[src/rtl/regfile_fwd_multi_pkg.sv]
// Shared definitions for the forwarding register file.
// Holds default widths/depths and the bypass stage indices
// (EX is the youngest stage, WB the oldest).
package regfile_fwd_multi_pkg;

  localparam int DATA_W_DEF = 32;
  localparam int ADDR_W_DEF = 5;
  localparam int NRD_DEF    = 2;
  localparam int NFWD_DEF   = 3;
  localparam int CNT_W_DEF  = 32;

  // Bypass stage index: lower index = younger result = higher priority.
  typedef enum logic [1:0] {
    STAGE_EX  = 2'd0,
    STAGE_MEM = 2'd1,
    STAGE_WB  = 2'd2
  } stage_e;

  localparam int STG_EX  = 0;
  localparam int STG_MEM = 1;
  localparam int STG_WB  = 2;

endpackage

[src/rtl/regfile_fwd_multi_if.sv]
// Bus bundle between the ID stage pipeline control (master) and the
// forwarding register file (slave).
//  master drives: read addresses, architectural write port, bypass
//                 stages, HI/LO writes and bypass, mult/div handshake.
//  slave drives:  read data, forwarded HI/LO, stall and stall counter.
interface regfile_fwd_multi_if
  import regfile_fwd_multi_pkg::*;
#(
  parameter int DATA_W = DATA_W_DEF,
  parameter int ADDR_W = ADDR_W_DEF,
  parameter int NRD    = NRD_DEF,
  parameter int NFWD   = NFWD_DEF,
  parameter int CNT_W  = CNT_W_DEF
) ();

  logic [NRD*ADDR_W-1:0]  raddr;
  logic [NRD*DATA_W-1:0]  rdata;
  logic                   we;
  logic [ADDR_W-1:0]      waddr;
  logic [DATA_W-1:0]      wdata;
  logic [NFWD-1:0]        fwd_we;
  logic [NFWD*ADDR_W-1:0] fwd_addr;
  logic [NFWD*DATA_W-1:0] fwd_data;
  logic [NFWD-1:0]        fwd_rdy;
  logic                   hi_we;
  logic                   lo_we;
  logic [DATA_W-1:0]      hi_i;
  logic [DATA_W-1:0]      lo_i;
  logic [NFWD-1:0]        fwd_hi_we;
  logic [NFWD-1:0]        fwd_lo_we;
  logic [NFWD*DATA_W-1:0] fwd_hi;
  logic [NFWD*DATA_W-1:0] fwd_lo;
  logic                   hilo_rd;
  logic                   md_issue;
  logic                   md_done;
  logic [DATA_W-1:0]      hi_out;
  logic [DATA_W-1:0]      lo_out;
  logic                   stall;
  logic [CNT_W-1:0]       stall_cnt;

  modport master (
    output raddr, we, waddr, wdata, fwd_we, fwd_addr, fwd_data, fwd_rdy,
           hi_we, lo_we, hi_i, lo_i, fwd_hi_we, fwd_lo_we, fwd_hi, fwd_lo,
           hilo_rd, md_issue, md_done,
    input  rdata, hi_out, lo_out, stall, stall_cnt
  );

  modport slave (
    input  raddr, we, waddr, wdata, fwd_we, fwd_addr, fwd_data, fwd_rdy,
           hi_we, lo_we, hi_i, lo_i, fwd_hi_we, fwd_lo_we, fwd_hi, fwd_lo,
           hilo_rd, md_issue, md_done,
    output rdata, hi_out, lo_out, stall, stall_cnt
  );

endinterface

[src/rtl/regfile_fwd_multi_chk.sv]
// Protocol checks for the forwarding register file.
//  clk/rst      clock and synchronous reset
//  md_issue     mult/div accepted this cycle
//  md_pend      mult/div outstanding
//  stall        hazard output
//  stall_cnt    stall cycle counter
module regfile_fwd_multi_chk
  import regfile_fwd_multi_pkg::*;
#(
  parameter int CNT_W = CNT_W_DEF
) (
  input logic             clk,
  input logic             rst,
  input logic             md_issue,
  input logic             md_pend,
  input logic             stall,
  input logic [CNT_W-1:0] stall_cnt
);

  // A new mult/div must not be issued while one is still outstanding.
  a_issue_while_pend: assert property (
    @(posedge clk) disable iff (rst) !(md_issue && md_pend)
  );

  // The counter advances by exactly one per stall cycle until saturated.
  a_cnt_step: assert property (
    @(posedge clk) disable iff (rst)
      (stall && !(&stall_cnt)) |=> (stall_cnt == $past(stall_cnt) + {{(CNT_W-1){1'b0}}, 1'b1})
  );

endmodule

[src/rtl/regfile_fwd_multi_fwd_sel.sv]
// One GPR read-port priority mux.
//  raddr            read address of this port
//  fwd_we/addr/data/rdy  bypass stages, index 0 youngest
//  we/waddr/wdata   architectural write port (write-through source)
//  arr_data         array contents at raddr
//  data             selected read value
//  haz              selected bypass stage has no valid result yet (load-use)
module regfile_fwd_multi_fwd_sel
  import regfile_fwd_multi_pkg::*;
#(
  parameter int DATA_W = DATA_W_DEF,
  parameter int ADDR_W = ADDR_W_DEF,
  parameter int NFWD   = NFWD_DEF
) (
  input  logic [ADDR_W-1:0]      raddr,
  input  logic [NFWD-1:0]        fwd_we,
  input  logic [NFWD*ADDR_W-1:0] fwd_addr,
  input  logic [NFWD*DATA_W-1:0] fwd_data,
  input  logic [NFWD-1:0]        fwd_rdy,
  input  logic                   we,
  input  logic [ADDR_W-1:0]      waddr,
  input  logic [DATA_W-1:0]      wdata,
  input  logic [DATA_W-1:0]      arr_data,
  output logic [DATA_W-1:0]      data,
  output logic                   haz
);

  logic [NFWD-1:0]   match;
  logic              hit;
  logic [DATA_W-1:0] hit_data;
  logic              hit_rdy;

  // Per-stage address match against this port.
  always_comb begin
    match = {NFWD{1'b0}};
    for (int k = 0; k < NFWD; k++) begin
      match[k] = fwd_we[k] && (fwd_addr[k*ADDR_W +: ADDR_W] == raddr);
    end
  end

  // Priority select: scanning from oldest to youngest lets the youngest
  // match overwrite, so the lowest index wins and older stages are ignored.
  always_comb begin
    hit      = 1'b0;
    hit_data = {DATA_W{1'b0}};
    hit_rdy  = 1'b1;
    for (int k = NFWD - 1; k >= 0; k--) begin
      hit      = match[k] ? 1'b1 : hit;
      hit_data = match[k] ? fwd_data[k*DATA_W +: DATA_W] : hit_data;
      hit_rdy  = match[k] ? fwd_rdy[k] : hit_rdy;
    end

    data = arr_data;
    haz  = 1'b0;
    if (raddr == {ADDR_W{1'b0}}) begin
      // r0 reads zero and never waits on a bypass stage.
      data = {DATA_W{1'b0}};
      haz  = 1'b0;
    end else if (hit) begin
      data = hit_data;
      haz  = ~hit_rdy;
    end else if (we && (waddr == raddr)) begin
      data = wdata;
      haz  = 1'b0;
    end else begin
      data = arr_data;
      haz  = 1'b0;
    end
  end

endmodule

[src/rtl/regfile_fwd_multi.sv]
// Multi-port GPR/HI/LO register file with an NFWD-deep bypass network.
//  clk, rst   clock, synchronous active-high reset
//  bus        slave side of regfile_fwd_multi_if:
//             NRD combinational GPR read ports with load-use detection,
//             architectural GPR/HI/LO writes, per-stage bypass inputs,
//             forwarded HI/LO, mult/div pending scoreboard, stall and
//             a saturating stall-cycle counter.
module regfile_fwd_multi
  import regfile_fwd_multi_pkg::*;
#(
  parameter int DATA_W = DATA_W_DEF,
  parameter int ADDR_W = ADDR_W_DEF,
  parameter int NRD    = NRD_DEF,
  parameter int NFWD   = NFWD_DEF,
  parameter int CNT_W  = CNT_W_DEF
) (
  input logic                clk,
  input logic                rst,
  regfile_fwd_multi_if.slave bus
);

  localparam int DEPTH = 2 ** ADDR_W;

  logic [DATA_W-1:0]     gpr [DEPTH];
  logic [DATA_W-1:0]     hi_reg;
  logic [DATA_W-1:0]     lo_reg;
  logic                  md_pend;
  logic [CNT_W-1:0]      cnt;
  logic [NRD-1:0]        gpr_haz;
  logic [NRD*DATA_W-1:0] rdata_mux;
  logic [DATA_W-1:0]     hi_sel;
  logic [DATA_W-1:0]     lo_sel;
  logic                  fwd_hi_hit;
  logic                  fwd_lo_hit;
  logic [DATA_W-1:0]     fwd_hi_val;
  logic [DATA_W-1:0]     fwd_lo_val;
  logic                  stall_now;

  generate
    for (genvar i = 0; i < NRD; i++) begin : g_rd
      regfile_fwd_multi_fwd_sel #(
        .DATA_W (DATA_W),
        .ADDR_W (ADDR_W),
        .NFWD   (NFWD)
      ) u_sel (
        .raddr    (bus.raddr[i*ADDR_W +: ADDR_W]),
        .fwd_we   (bus.fwd_we),
        .fwd_addr (bus.fwd_addr),
        .fwd_data (bus.fwd_data),
        .fwd_rdy  (bus.fwd_rdy),
        .we       (bus.we),
        .waddr    (bus.waddr),
        .wdata    (bus.wdata),
        .arr_data (gpr[bus.raddr[i*ADDR_W +: ADDR_W]]),
        .data     (rdata_mux[i*DATA_W +: DATA_W]),
        .haz      (gpr_haz[i])
      );
    end
  endgenerate

  // HI/LO forwarding: youngest writing stage, then architectural write, then register.
  always_comb begin
    fwd_hi_hit = 1'b0;
    fwd_lo_hit = 1'b0;
    fwd_hi_val = {DATA_W{1'b0}};
    fwd_lo_val = {DATA_W{1'b0}};
    for (int k = NFWD - 1; k >= 0; k--) begin
      fwd_hi_hit = bus.fwd_hi_we[k] ? 1'b1 : fwd_hi_hit;
      fwd_hi_val = bus.fwd_hi_we[k] ? bus.fwd_hi[k*DATA_W +: DATA_W] : fwd_hi_val;
      fwd_lo_hit = bus.fwd_lo_we[k] ? 1'b1 : fwd_lo_hit;
      fwd_lo_val = bus.fwd_lo_we[k] ? bus.fwd_lo[k*DATA_W +: DATA_W] : fwd_lo_val;
    end

    if (fwd_hi_hit) begin
      hi_sel = fwd_hi_val;
    end else if (bus.hi_we) begin
      hi_sel = bus.hi_i;
    end else begin
      hi_sel = hi_reg;
    end

    if (fwd_lo_hit) begin
      lo_sel = fwd_lo_val;
    end else if (bus.lo_we) begin
      lo_sel = bus.lo_i;
    end else begin
      lo_sel = lo_reg;
    end
  end

  // Hazard: load-use on any port, MFHI/MFLO behind a pending mult/div,
  // or a second mult/div arriving while one is outstanding.
  always_comb begin
    stall_now = (|gpr_haz) | (bus.hilo_rd & md_pend) | (bus.md_issue & md_pend);
  end

  // Architectural GPR array; writes to r0 are dropped.
  always_ff @(posedge clk) begin
    if (rst) begin
      for (int j = 0; j < DEPTH; j++) begin
        gpr[j] <= {DATA_W{1'b0}};
      end
    end else if (bus.we && (bus.waddr != {ADDR_W{1'b0}})) begin
      gpr[bus.waddr] <= bus.wdata;
    end
  end

  // Architectural HI/LO registers.
  always_ff @(posedge clk) begin
    if (rst) begin
      hi_reg <= {DATA_W{1'b0}};
      lo_reg <= {DATA_W{1'b0}};
    end else begin
      if (bus.hi_we) begin
        hi_reg <= bus.hi_i;
      end
      if (bus.lo_we) begin
        lo_reg <= bus.lo_i;
      end
    end
  end

  // Mult/div scoreboard; issue beats done so a back-to-back op stays pending.
  always_ff @(posedge clk) begin
    if (rst) begin
      md_pend <= 1'b0;
    end else if (bus.md_issue) begin
      md_pend <= 1'b1;
    end else if (bus.md_done) begin
      md_pend <= 1'b0;
    end
  end

  // Stall-cycle counter, saturating at all-ones.
  always_ff @(posedge clk) begin
    if (rst) begin
      cnt <= {CNT_W{1'b0}};
    end else if (stall_now && !(&cnt)) begin
      cnt <= cnt + {{(CNT_W-1){1'b0}}, 1'b1};
    end
  end

  assign bus.rdata     = rdata_mux;
  assign bus.hi_out    = hi_sel;
  assign bus.lo_out    = lo_sel;
  assign bus.stall     = stall_now;
  assign bus.stall_cnt = cnt;

  regfile_fwd_multi_chk #(
    .CNT_W (CNT_W)
  ) u_chk (
    .clk       (clk),
    .rst       (rst),
    .md_issue  (bus.md_issue),
    .md_pend   (md_pend),
    .stall     (stall_now),
    .stall_cnt (cnt)
  );

endmodule

[src/flat_wrapper.sv]
// flat-port wrapper written by rule: the top's interface ports become plain ports
module regfile_fwd_multi_flat import regfile_fwd_multi_pkg::*;
#(
  parameter int DATA_W = DATA_W_DEF,
  parameter int ADDR_W = ADDR_W_DEF,
  parameter int NRD    = NRD_DEF,
  parameter int NFWD   = NFWD_DEF,
  parameter int CNT_W  = CNT_W_DEF
)
  (clk, rst, bus_raddr, bus_we, bus_waddr, bus_wdata, bus_fwd_we, bus_fwd_addr, bus_fwd_data, bus_fwd_rdy, bus_hi_we, bus_lo_we, bus_hi_i, bus_lo_i, bus_fwd_hi_we, bus_fwd_lo_we, bus_fwd_hi, bus_fwd_lo, bus_hilo_rd, bus_md_issue, bus_md_done, bus_rdata, bus_hi_out, bus_lo_out, bus_stall, bus_stall_cnt);
  regfile_fwd_multi_if #(.DATA_W(DATA_W), .ADDR_W(ADDR_W), .NRD(NRD), .NFWD(NFWD), .CNT_W(CNT_W)) bus_i ();
  input logic clk;
  input logic rst;
  input wire logic [$bits(bus_i.raddr)-1:0] bus_raddr;
  input wire logic [$bits(bus_i.we)-1:0] bus_we;
  input wire logic [$bits(bus_i.waddr)-1:0] bus_waddr;
  input wire logic [$bits(bus_i.wdata)-1:0] bus_wdata;
  input wire logic [$bits(bus_i.fwd_we)-1:0] bus_fwd_we;
  input wire logic [$bits(bus_i.fwd_addr)-1:0] bus_fwd_addr;
  input wire logic [$bits(bus_i.fwd_data)-1:0] bus_fwd_data;
  input wire logic [$bits(bus_i.fwd_rdy)-1:0] bus_fwd_rdy;
  input wire logic [$bits(bus_i.hi_we)-1:0] bus_hi_we;
  input wire logic [$bits(bus_i.lo_we)-1:0] bus_lo_we;
  input wire logic [$bits(bus_i.hi_i)-1:0] bus_hi_i;
  input wire logic [$bits(bus_i.lo_i)-1:0] bus_lo_i;
  input wire logic [$bits(bus_i.fwd_hi_we)-1:0] bus_fwd_hi_we;
  input wire logic [$bits(bus_i.fwd_lo_we)-1:0] bus_fwd_lo_we;
  input wire logic [$bits(bus_i.fwd_hi)-1:0] bus_fwd_hi;
  input wire logic [$bits(bus_i.fwd_lo)-1:0] bus_fwd_lo;
  input wire logic [$bits(bus_i.hilo_rd)-1:0] bus_hilo_rd;
  input wire logic [$bits(bus_i.md_issue)-1:0] bus_md_issue;
  input wire logic [$bits(bus_i.md_done)-1:0] bus_md_done;
  output wire logic [$bits(bus_i.rdata)-1:0] bus_rdata;
  output wire logic [$bits(bus_i.hi_out)-1:0] bus_hi_out;
  output wire logic [$bits(bus_i.lo_out)-1:0] bus_lo_out;
  output wire logic [$bits(bus_i.stall)-1:0] bus_stall;
  output wire logic [$bits(bus_i.stall_cnt)-1:0] bus_stall_cnt;
  assign bus_i.raddr = bus_raddr;
  assign bus_i.we = bus_we;
  assign bus_i.waddr = bus_waddr;
  assign bus_i.wdata = bus_wdata;
  assign bus_i.fwd_we = bus_fwd_we;
  assign bus_i.fwd_addr = bus_fwd_addr;
  assign bus_i.fwd_data = bus_fwd_data;
  assign bus_i.fwd_rdy = bus_fwd_rdy;
  assign bus_i.hi_we = bus_hi_we;
  assign bus_i.lo_we = bus_lo_we;
  assign bus_i.hi_i = bus_hi_i;
  assign bus_i.lo_i = bus_lo_i;
  assign bus_i.fwd_hi_we = bus_fwd_hi_we;
  assign bus_i.fwd_lo_we = bus_fwd_lo_we;
  assign bus_i.fwd_hi = bus_fwd_hi;
  assign bus_i.fwd_lo = bus_fwd_lo;
  assign bus_i.hilo_rd = bus_hilo_rd;
  assign bus_i.md_issue = bus_md_issue;
  assign bus_i.md_done = bus_md_done;
  assign bus_rdata = bus_i.rdata;
  assign bus_hi_out = bus_i.hi_out;
  assign bus_lo_out = bus_i.lo_out;
  assign bus_stall = bus_i.stall;
  assign bus_stall_cnt = bus_i.stall_cnt;
  regfile_fwd_multi #(.DATA_W(DATA_W), .ADDR_W(ADDR_W), .NRD(NRD), .NFWD(NFWD), .CNT_W(CNT_W)) u_core (.clk(clk), .rst(rst), .bus(bus_i));
endmodule
[config.mk]
export PLATFORM = sky130hd
export DESIGN_NAME = regfile_fwd_multi_flat
export DESIGN_NICKNAME = d
export VERILOG_FILES = /design/src/rtl/regfile_fwd_multi_pkg.sv /design/src/rtl/regfile_fwd_multi_if.sv /design/src/rtl/regfile_fwd_multi_chk.sv /design/src/rtl/regfile_fwd_multi_fwd_sel.sv /design/src/rtl/regfile_fwd_multi.sv /design/src/flat_wrapper.sv
export SDC_FILE = /design/constraint.sdc
export NUM_CORES = 2
export LEC_CHECK = 0
export CAP_MARGIN = 20
export CORE_MARGIN = 8
export CORE_UTILIZATION = 34
export DETAILED_ROUTE_END_ITERATION = 8
export DONT_BUFFER_PORTS = 1
export GPL_ROUTABILITY_DRIVEN = 0
export GPL_TIMING_DRIVEN = 0
export PLACE_DENSITY_LB_ADDON = 0.2
export SKIP_CTS_REPAIR_TIMING = 1
export SYNTH_ARGS = -nofsm -noshare
export SYNTH_HDL_FRONTEND = slang
export SYNTH_SLANG_ARGS = --single-unit
[constraint.sdc]
create_clock -name clk -period 2.5 [get_ports clk]
set_input_delay 0.125 -clock clk [delete_from_list [all_inputs] [get_ports clk]]
set_output_delay 0.125 -clock clk [all_outputs]
set_load 0.01 [all_outputs]
==> impl_summary.txt <==
----------------------------------------------------
[Synth]
  EDFF count, synth ... 1,024
  Count of unique library cells instantiated by Yosys ... 49
  Synth top area cells ... edfxtp_1 50%, mux4_2 23%, and2_1 10%, dfxtp_1 3.1%, clkbuf_1 2.0%
  XOR/XNOR Fraction of Synth Area ... 0.566%
  Multiplexer area fraction after synthesis ... 24.5%
  Post-synth design cell area ... 61,900 sq um
  Fraction of synthesized cell area taken by the top area cell type ... 49.7%
  Share of synthesized registers carrying an async set or reset ... 0%
  Most instantiated flip-flop cell in the synthesis netlist ... edfxtp_1
  Post-Synth Simple-Gate Area ... 14.2%
  Most used standard cells in the synthesized netlist ... 1,024 x edfxtp_1, 993 x and2_1, 640 x mux4_2
  Most frequently used cell type in the post-synthesis netlist ... edfxtp_1
  Ys Warns ... 0
  Average instance area after synthesis ... 14.3 sq um
  Compound-Gate Fraction of Synth Area ... 4.66%
  Largest area contributor in the synthesized netlist ... edfxtp_1
  Gate Count Post-Synth ... 4,329
  Adder-cell area share of the yosys netlist ... 0.0202%
  Sequential element share of the synthesized area ... 52.9%
  Dominant combinational cell family by area after synthesis ... multiplexers
  Flip-flop and latch count after synthesis ... 1,121

[Floorplan]
  Number of cell rows ... 156
  Die span in y ... 443 microns
  Effective utilization at floorplan ... 34.2%
  Number of I/O pins ... 595
  Die X-Extent ... 443 microns
  Core outline area ... 181,000 sq um
  Overall die area ... 196,000 sq um

[Clock tree]
  Maximum level of the CTS H-tree ... 4
  Clock latency at the later pin of the worst-skew pair ... 780 ps
  TritonCTS sink count ... 1,121
  CTS Root Cell ... clkbuf_16
  Clock buffers created by TritonCTS ... 137
  Clock transition at the registers of the reported paths ... 60 ps
  Maximum buffer depth of the clock tree ... 3
  CTS tree ... yes

[Timing]
  Slew at the pin closest to its max-slew limit ... 1350 ps
  Final critical-path setup slack ... -738 ps
  Fraction of the cycle the final worst path needs ... 130%
  Unrepaired setup endpoints after global routing ... true
  Final Hold Vio Count ... 0
  Fin crit period ... 3240 ps
  Max Transition Viols Final ... 0
  Number of failing setup endpoints in the final timing report ... 64
  Slew HR ... 9.91%
  FMAX ... 309 MHz
  Worst clock skew ... 8.15 ps
  Worst hold slack after final layout ... 17.7 ps

[Cells and area]
  Share of final-layout standard cells stronger than drive strength 1 ... 27.5%
  Share of the core filled with cells in the final layout ... 40.7%
  Register area ... 32,700 sq um
  Top reg by flops ... u_core.gpr
  Combined area of the multi-input logic cells ... 29,100 sq um
  Layout Area Growth over Synthesis ... 19.0%
  Number of filler cells placed in the layout ... 16,700
  Final Net Count ... 5,114
  Number of flip-flops under the largest register name ... 1,024

[Global route]
  Vias in the first global route ... 42,500
  Global-route usage over all layers ... 26.3%
  Wire length of the first global-routing pass ... 357,000 microns
  Initial antenna violation count ... 28
  Congestion Overflow GR ... 0
  Maximum number of pins on one net before global-route repair ... 33

[Drt]
  Number of DRC violations after detailed-routing iteration 0 ... 5,521
  Drt drc ... 0
  Average routed wire per standard cell ... 37.8 microns
  First-pass iteration count of the detailed router ... 6
  Antenna-violating nets left ... 0
  Avg Vias per Cell ... 6.01
  Total wire length ... 271,000 microns
  Vias after detailed routing ... 43,100

[Critical path]
  Worst Path Arrival ... 3110 ps
  Kind of start point of the critical path ... flop
  Maximum fanout along the worst path ... 2
  Type of destination of the critical path ... output port
  Crit Path Category ... flop to output port
  Required time of the critical path ... 2380 ps

[Status]
  Run status ... finished with violations
  Violated checks ... negative setup slack

[Placement]
  Count of port buffers added during placement ... 0
  DP Wirelength ... 206,000 microns

[Power]
  Worst voltage drop across the vdd grid ... 0.583 mV
  Leakage power of the design ... 0.0248 uW
  Pwr Density ... 661 nW/um^2

[Run]
  Max-cap check violation count ... 0

[Min path]
  Path category of the worst min-delay check ... primary input to flop

----------------------------------------------------
cell families after synthesis:
kind of cell             count (synthesis)
XOR/XNOR                                40
AO/OA/AOI/OAI                          447
adder cells (fa/ha/maj)                  1
AND/OR/NAND/NOR                       1533
other                                    1
buffers and inverters                  472
multiplexers                           714
flip-flops                            1121
where the power goes:
part	internal, uW	switching, uW
Clock	10800	8250
Sequential	21400	486
Combinational	3230	4360
cell usage in the layout, fill, tap and decap left out, drive strengths merged, types with 33 or more instances in the layout:
| master | instances |
|---|---|
| clkbuf | 538 |
| mux2i | 70 |
| nand2 | 84 |
| diode | 33 |
| a211oi | 58 |
| clkinv | 42 |
| or2 | 39 |
| nor2b | 66 |
| dfxtp | 97 |
| o22ai | 121 |
| nand3 | 35 |
| nor2 | 232 |
| edfxtp | 1024 |
| buf | 177 |
| a21oi | 156 |
| and2 | 993 |
| o41ai | 59 |
| mux4 | 640 |
| dlygate4sd3 | 105 |
layer usage:
layer / share of wire, % / routed length (microns) / vias to the layer above / GRT usage [%]
li1: - / - / 17400 / -
met1: 36 / 97400 / 22400 / 31.3
met2: 48 / 131000 / 2653 / 43.9
met3: 9.0 / 24400 / 601 / 6.50
met4: 6.7 / 18300 / 4 / 14.6
met5: 0.013 / 36 / - / 0
metrics by stage:
| step | worst slack (ps) | cells | instance area (sq um) | TNS (ps) | total power, uW |
|---|---|---|---|---|---|
| after global placement | -2900 | 6730 | 64900 | -1203560 | 28600 |
| after CTS | -2220 | 7024 | 70200 | -147220 | 47800 |
| after global routing | -772 | 7159 | 73500 | -34660 | 49700 |
| after detailed placement | -2210 | 6792 | 66100 | -870100 | 28900 |
| after floorplan | 134 | 4360 | 62000 | 0 | 26100 |
| final | -738 | 7175 | 73600 | -33470 | 48600 |
path summary, 6_finish.rpt:
path,start,slack (ps),to,cells past startpoint
max reg2reg,u_core.bus.stall_cnt[7]$_SDFFE_PP0P_,120,u_core.bus.stall_cnt[17]$_SDFFE_PP0P_,10
max,u_core.gpr[15][24]$_SDFFCE_PN0P_,-740,bus_rdata[56],6
min reg2reg,u_core.hi_reg[6]$_SDFF_PP0_,480,u_core.hi_reg[6]$_SDFF_PP0_,2
min,bus_wdata[25],20,u_core.gpr[23][25]$_SDFFCE_PN0P_,2
cell type report:
| cell class | count | share of cell area [%] |
|---|---|---|
| sequential | 1121 | 44.5 |
| multi-input combinational | 2767 | 39.6 |
| clock buffer | 177 | 4.99 |
| tap | 2370 | 4.03 |
| timing repair buffer | 187 | 3.16 |
| buffer | 456 | 3.03 |
| clock inverter | 55 | 0.580 |
| antenna | 33 | 0.112 |
| inverter | 9 | 0.0459 |
critical path: stages, from the launching register on:
cell,delay [ps]
edfxtp_1,480
mux4_2,510
mux4_2,600
nor2b_4,190
a211oi_4,250
o41ai_2,130
buf_4,180
Note: power is estimated with default switching activity, not from simulation.
